==> src/rtl/mem_arbiter.sv <==
// Arbitrates instruction-fetch and data requests onto one memory port, with a wait watchdog.
// Define ARB_ROUND_ROBIN_EN for alternating priority on collisions; otherwise data always wins.
module mem_arbiter #(
    parameter int N   = 64,
    parameter int W   = 32,
    parameter int TMO = 15
) (
    input  logic         clk,
    input  logic         reset,
    input  logic         ireq,
    input  logic [W-1:0] iaddr,
    output logic [31:0]  irdata,
    output logic         ivalid,
    output logic         iabort,
    input  logic         dreq,
    input  logic         dwe,
    input  logic [W-1:0] daddr,
    input  logic [N-1:0] dwdata,
    output logic [N-1:0] drdata,
    output logic         dvalid,
    output logic         mreq,
    output logic         mwe,
    output logic [W-1:0] maddr,
    output logic [N-1:0] mwdata,
    input  logic [N-1:0] mrdata,
    input  logic         mready,
    output logic         tmo_err
);

    typedef enum logic [2:0] {IDLE, IGNT, IWAIT, DGNT, DWAIT} state_t;

    localparam logic [7:0] TMO_L = 8'(TMO);

    state_t         r_state, w_state_nxt;
    logic [7:0]     r_wdog;
    logic [7:0]     w_wdog_inc;
    logic           r_ivalid, r_dvalid, r_iabort, r_tmo_err, r_mwe;
    logic [31:0]    r_irdata;
    logic [N-1:0]   r_drdata, r_mwdata;
    logic [W-1:0]   r_maddr;
    logic           w_any_req, w_pick_d, w_wait, w_idone, w_ddone, w_tmo, w_grant, w_mreq;

    assign w_any_req  = ireq | dreq;
    assign w_grant    = (r_state == IDLE) && w_any_req;
    assign w_wait     = (r_state == IWAIT) || (r_state == DWAIT);
    assign w_idone    = (r_state == IWAIT) && mready;
    assign w_ddone    = (r_state == DWAIT) && mready;
    assign w_wdog_inc = r_wdog + 8'd1;
    // completion wins over a timeout landing on the same cycle
    assign w_tmo      = w_wait && !mready && (w_wdog_inc == TMO_L);

`ifdef ARB_ROUND_ROBIN_EN
    logic r_last_d;  // 1: data side won the previous grant

    assign w_pick_d = dreq && !(ireq && r_last_d);

    always_ff @(posedge clk or negedge reset) begin
        if (!reset)       r_last_d <= 1'b1;
        else if (w_grant) r_last_d <= w_pick_d;
    end
`else
    assign w_pick_d = dreq;
`endif

    always_ff @(posedge clk or negedge reset) begin
        if (!reset) r_state <= IDLE;
        else        r_state <= w_state_nxt;
    end

    always_comb begin
        w_state_nxt = r_state;
        w_mreq      = 1'b0;
        case (r_state)
            IDLE:  if (w_any_req) w_state_nxt = w_pick_d ? DGNT : IGNT;
            IGNT:  begin
                w_mreq      = 1'b1;
                w_state_nxt = IWAIT;
            end
            DGNT:  begin
                w_mreq      = 1'b1;
                w_state_nxt = DWAIT;
            end
            IWAIT, DWAIT: if (mready || w_tmo) w_state_nxt = IDLE;
            default: w_state_nxt = IDLE;
        endcase
    end

    always_ff @(posedge clk or negedge reset) begin
        if (!reset) begin
            r_wdog    <= '0;
            r_ivalid  <= 1'b0;
            r_dvalid  <= 1'b0;
            r_iabort  <= 1'b0;
            r_tmo_err <= 1'b0;
            r_irdata  <= '0;
            r_drdata  <= '0;
            r_maddr   <= '0;
            r_mwe     <= 1'b0;
            r_mwdata  <= '0;
        end else begin
            r_ivalid <= w_idone;
            r_dvalid <= w_ddone;
            if (w_idone)            r_irdata <= mrdata[31:0];
            if (w_ddone && !r_mwe)  r_drdata <= mrdata;
            if (w_grant) begin
                r_maddr  <= w_pick_d ? daddr : iaddr;
                r_mwe    <= w_pick_d & dwe;
                r_mwdata <= w_pick_d ? dwdata : '0;
            end
            if ((r_state == IGNT) || (r_state == DGNT)) r_wdog <= '0;
            else if (w_wait && !mready)                 r_wdog <= w_wdog_inc;
            if (w_tmo) r_tmo_err <= 1'b1;
            // pending fetch survives timeouts and dropped requests; only its completion clears it
            if (w_idone)   r_iabort <= 1'b0;
            else if (ireq) r_iabort <= 1'b1;
        end
    end

    assign mreq    = w_mreq;
    assign mwe     = r_mwe;
    assign maddr   = r_maddr;
    assign mwdata  = r_mwdata;
    assign irdata  = r_irdata;
    assign ivalid  = r_ivalid;
    assign iabort  = r_iabort;
    assign drdata  = r_drdata;
    assign dvalid  = r_dvalid;
    assign tmo_err = r_tmo_err;

endmodule
==> config.mk <==
export PLATFORM = sky130hd
export DESIGN_NAME = mem_arbiter
export DESIGN_NICKNAME = d
export VERILOG_FILES = /design/src/rtl/mem_arbiter.sv
export SDC_FILE = /design/constraint.sdc
export NUM_CORES = 1
export LEC_CHECK = 0
export CAP_MARGIN = 10
export CORE_AREA = 2 2 152 154
export DETAILED_ROUTE_END_ITERATION = 8
export DIE_AREA = 0 0 154 156
export DONT_BUFFER_PORTS = 1
export PLACE_DENSITY = 0.48
export SYNTH_ARGS = -nofsm -noshare
export SYNTH_HDL_FRONTEND = slang
export SYNTH_SLANG_ARGS = --single-unit
==> constraint.sdc <==
create_clock -name clk -period 3.2 [get_ports clk]
set_input_delay 0.48 -clock clk [delete_from_list [all_inputs] [get_ports clk]]
set_output_delay 0.48 -clock clk [all_outputs]
set_load 0.05 [all_outputs]
==> After elaboration in Yosys (flattened, before gate mapping) <==
Index checks and enable logic that the tools add are counted.
Widths: inputs -> output; s select.
{ "totals": {"wordCells": 49, "output_inout_bits": 198, "inputBits": 198, "register_bits": 208} }
{ "op_classes": {"add_sub_neg": 1, "eq_ne": 7, "muxes": 11, "n_reduce_logical": 17, "bitwise_logic": 2} }
{ "ops": {"columns": ["operator", "count"], "rows": [
  ["$mux 64", 1],
  ["$mux 32", 1],
  ["$mux 8", 2],
  ["$pmux 3 s4", 1],
  ["$add 8x1->8 const B", 1],
  ["$eq 8x4->1 const B", 1],
  ["$eq 3x2->1 const B", 2],
  ["$logic_and 1x1->1", 6],
  ["$mux 3", 2],
  ["$ne 2x2->1 const B", 2],
  ["$reduce_bool 2->1", 2],
  ["$reduce_or 2->1", 2],
  ["$eq 3x1->1 const B", 1],
  ["$eq 3x3->1 const B", 1],
  ["$logic_not 3->1", 1],
  ["$logic_or 1x1->1", 3],
  ["$mux 1", 3],
  ["$logic_not 1->1", 2],
  ["$mux 2", 1],
  ["$reduce_and 2->1", 1],
  ["$and 1x1->1", 1],
  ["$or 1x1->1", 1]
]} }

==> Logic depth before layout (Yosys ltp) <==
{ "depth": {"ltp_word": 7, "mapped_depth": 6} }

==> Least setup slack after synthesis <==
No wires, ideal clock.
{ "synth_path": {"path_kind": "input-to-reg", "from": "input dreq", "to": "register r_maddr[10], in the netlist maddr[10]", "cell_stages": 4, "path_slack_ns": 1.489, "arrival_time_ns": 1.586, "setup_time_ns": 0.125, "cell_sequence": "buf_2 -> clkbuf_1 -> mux2_2 -> mux2_2"} }
{ "synth_via": {"elab_chain_cells": 2, "elab_cells_between_ends": 3, "cone_classes": "mux (1); bitwise (1); reduce/logical (1)"} }
{ "synth_lines": {"columns": ["element", "line", "text"], "rows": [
  ["from (decl)", "15", "input logic dreq,"],
  ["$or 1x1->1", "43", "assign w_any_req = ireq | dreq;"],
  ["$logic_and 1x1->1", "44", "assign w_grant = (r_state == IDLE) && w_any_req;"],
  ["to (signal assigned)", "106", "r_maddr <= w_pick_d ? daddr : iaddr;"],
  ["to (decl)", "40", "logic [W-1:0] r_maddr;"]
]} }
Several ways; a longest one is shown, not always the timed one.
A chain may end at the register's enable or synchronous reset.

==> Final worst setup path <==
{ "layout_path": {"from": "register r_state[2]", "to": "output mreq"} }
{ "layout_via": {"elab_chain_cells": 3, "elab_cells_between_ends": 4, "cone_classes": "eq/ne (2); mux (1); reduce/logical (1)"} }
{ "layout_lines": {"columns": ["element", "line", "text"], "rows": [
  ["from (decl)", "34", "state_t r_state, w_state_nxt;"],
  ["from (signal assigned)", "67", "else r_state <= w_state_nxt;"],
  ["$eq 3x1->1 / $eq 3x2->1 (equally long branches)", "73", "case (r_state)"],
  ["$reduce_or 2->1 (no line) (*)", null, null],
  ["$mux 1 (*)", "73", null],
  ["to (decl)", "21", "output logic mreq,"]
]} }
Mark *: on every way between the ends. The rest lies on a longest branch, timed or not.

==> results.md <==
* Async set or reset register ratio after synthesis at 100%
* Die X at 154 um
* Post-synth cell types at 44
* Number of cells produced by synthesis at around 540
* Fin crit share at 69.2%
* # diodes at 0
* Post-layout net count at 730
* Ys Warns at 0
* Area leader, netlist: dfrtp_1
* R2R cell count at 4
* Post-CTS sizing at 0
* Mapped cell area at approximately 0.0083 sq mm
* CTS Sinks at ~210
* Crit path from: r_state[2]
* First-pass GRT wire length at approximately 29000 um
* Final Setup Violations at 0
* CTS tree: yes
* Full die area at ~0.024 sq mm
* Via count at 4545
* Arr. time, crit path at about 1700 ps
* Layout Skew at between 10 and 15 ps
* RSZ-0062 raised after global routing: false
* Layout cells sized above 1 at around 38%
* Worst r2r src: r_state[0]
* R2R setup slack at roughly 1100 ps
* Final slew viol count at 0
* Clk pin slew, worst setup/hold paths at around 60 ps
* # IOs at about 400
* Vias in the first global route at ~4700
* CP max FO at 11
* Sequential area share after synthesis at a little over three fifths
* Mapped Avg Cell Area at around 15 sq um
* Row count at between 50 and 60
* Crit path time final at 2210 ps
* Critical R2R Capture: mwdata[0]
* CP Launch Type: flip-flop
* Number of flops mapped to enable cells by yosys at 0
* Failing checks: negative hold slack
* Antenna viol nets, final at 0
* Clock Path Buffers at 3
* H-tree depth at 1
* Via density at around 5.5
* Hold slack at -323 ps
* Final hold vios at 208
* Final HPWL DP at 13400 um
* Congestion Overflow GR at 0
* Register bit total from synthesis at 208
* Area share of the largest cell type after synthesis at roughly 63%
* Syn_nets at around 740
* Worst EP required at approximately 2700 ps
* Final Util at between 40% and 50%
* Num CTS Buffers at 23
* Worst hold path class: primary input to asynchronous set/reset pin
* Highest Clock Rate at ~450 MHz
* Detailed Route WL at 19500 um
* Setup crit end kind: output pin
* PortBufs at 0
* Clock Latency Late Sink at 500 ps
* Starting DRT DRC Count at 251
* Initial core utilization at between 30% and 40%
* Synth area leaders: dfrtp_1 (63%), mux2_2 (22%), a22o_1 (6.9%)
* Top-count cell post-synth: dfrtp_1
* Worst Tran Pin Value at between 600 and 700 ps
* Largest net degree at the start of global routing at ~210
* Initial antenna violation count at 0
* Root Driver: clkbuf_16
* Wirelength per Cell at 23.4 um
* Max_slew headroom at 54.3%
* Setup crit end: mreq
* Drc violations at 0
* Pre-antenna DRT Iters at 4
* Commonest register cell after synthesis: dfrtp_1
* Die Y at about 160 um
* RePlAce Congestion at 0.784
* Core Area at between 0.02 and 0.025 sq mm
* Synth top cells by count: dfrtp_1 (208), mux2_2 (159), a22o_1 (65)
* Kind of critical path: flip-flop to output pin
* Final setup TNS at 0 ps
* Max-Cap Viols at 0
* GRT Overall Usage at roughly 15%
* Setup bufs post-CTS at 0
* Run status: finished, violations left
* Area delta synth->final at 11.3%
## worst max-delay path, cell delays in order (launching register included)
cell and delay [ps]:
dfrtp_1 510, nand2b_1 300, inv_1 440
## flip-flops by register name, summed over array words and instances (netlist names)
name / cells
drdata: 64
dvalid: 1
iabort: 1
irdata: 32
ivalid: 1
maddr: 32
mwdata: 64
mwe: 1
r_state: 3
r_wdog: 8
tmo_err: 1
## per-stage QoR
| step | worst slack [ps] | cell area (sq um) | std cells |
|---|---|---|---|
| after floorplan | 1490 | 8300 | 536 |
| after global placement | 1240 | 8470 | 790 |
| after detailed placement | 1150 | 8470 | 790 |
| after CTS | 972 | 9240 | 830 |
| after global routing | 862 | 9240 | 830 |
| final | 985 | 9240 | 830 |
## cells in the final DEF (no fill, tap or decap), drive strengths merged, types with 2 or more instances in the layout
cell | netlist | final
buf | 30 | 5
a31oi | 3 | 3
and2 | 2 | 2
or2 | 3 | 3
nand3 | 3 | 3
nor3 | 2 | 2
nand2 | 3 | 3
clkbuf | 6 | 33
clkinv | 1 | 4
xnor2 | 3 | 3
a22o | 65 | 65
nor2 | 6 | 6
ha | 2 | 2
a22oi | 2 | 2
a21oi | 4 | 4
mux2 | 161 | 161
a221o | 2 | 2
inv | 3 | 4
o21ai | 3 | 3
or3 | 3 | 3
bufinv | 0 | 3
nor4 | 3 | 3
dfrtp | 208 | 208
nor4b | 3 | 3
## how the worst min path moves through the flow
| stage | end | slack (ps) | depth (start not counted) |
|---|---|---|---|
| floorplan | drdata[0] | 180 | 0 |
| global placement | maddr[20] | 190 | 0 |
| detailed placement | maddr[17] | 190 | 0 |
| CTS | maddr[17] | -350 | 0 |
| global route | maddr[17] | -360 | 0 |
| finish | maddr[16] | -320 | 0 |
## logic make-up (layout without fill, tap and decap cells)
family | Yosys count | count (layout) | share of synthesized area, %
AO/OA/AOI/OAI | 85 | 85 | 8.64
XOR/XNOR | 4 | 4 | 0.422
adder cells (fa/ha/maj) | 2 | 2 | 0.302
buffers and inverters | 40 | 49 | 3.26
flip-flops | 208 | 208 | 62.7
multiplexers | 162 | 162 | 22.0
AND/OR/NAND/NOR | 35 | 35 | 2.67
## metal layers
layer | GRT usage, % | vias to the layer above | share of wire [%]
met5 | 0 | - | 0
met4 | 4.32 | 0 | 2.2
met3 | 5.86 | 31 | 11
met2 | 26.3 | 256 | 51
met1 | 17.7 | 2290 | 36
li1 | - | 1968 | -
## area by class of cell
cell class | count | area, sq um
Multi-Input combinational cell | 288 | 2830
Clock inverter | 7 | 114
Tap cell | 285 | 357
Timing Repair Buffer | 5 | 62.6
Sequential cell | 208 | 5200
Clock buffer | 33 | 653
Inverter | 4 | 15.0
Fill cell | 2004 | 13100
Power is left out: the tool's default activity adds up to more than one toggle a clock period on the data nets, which glitch-free logic cannot reach.
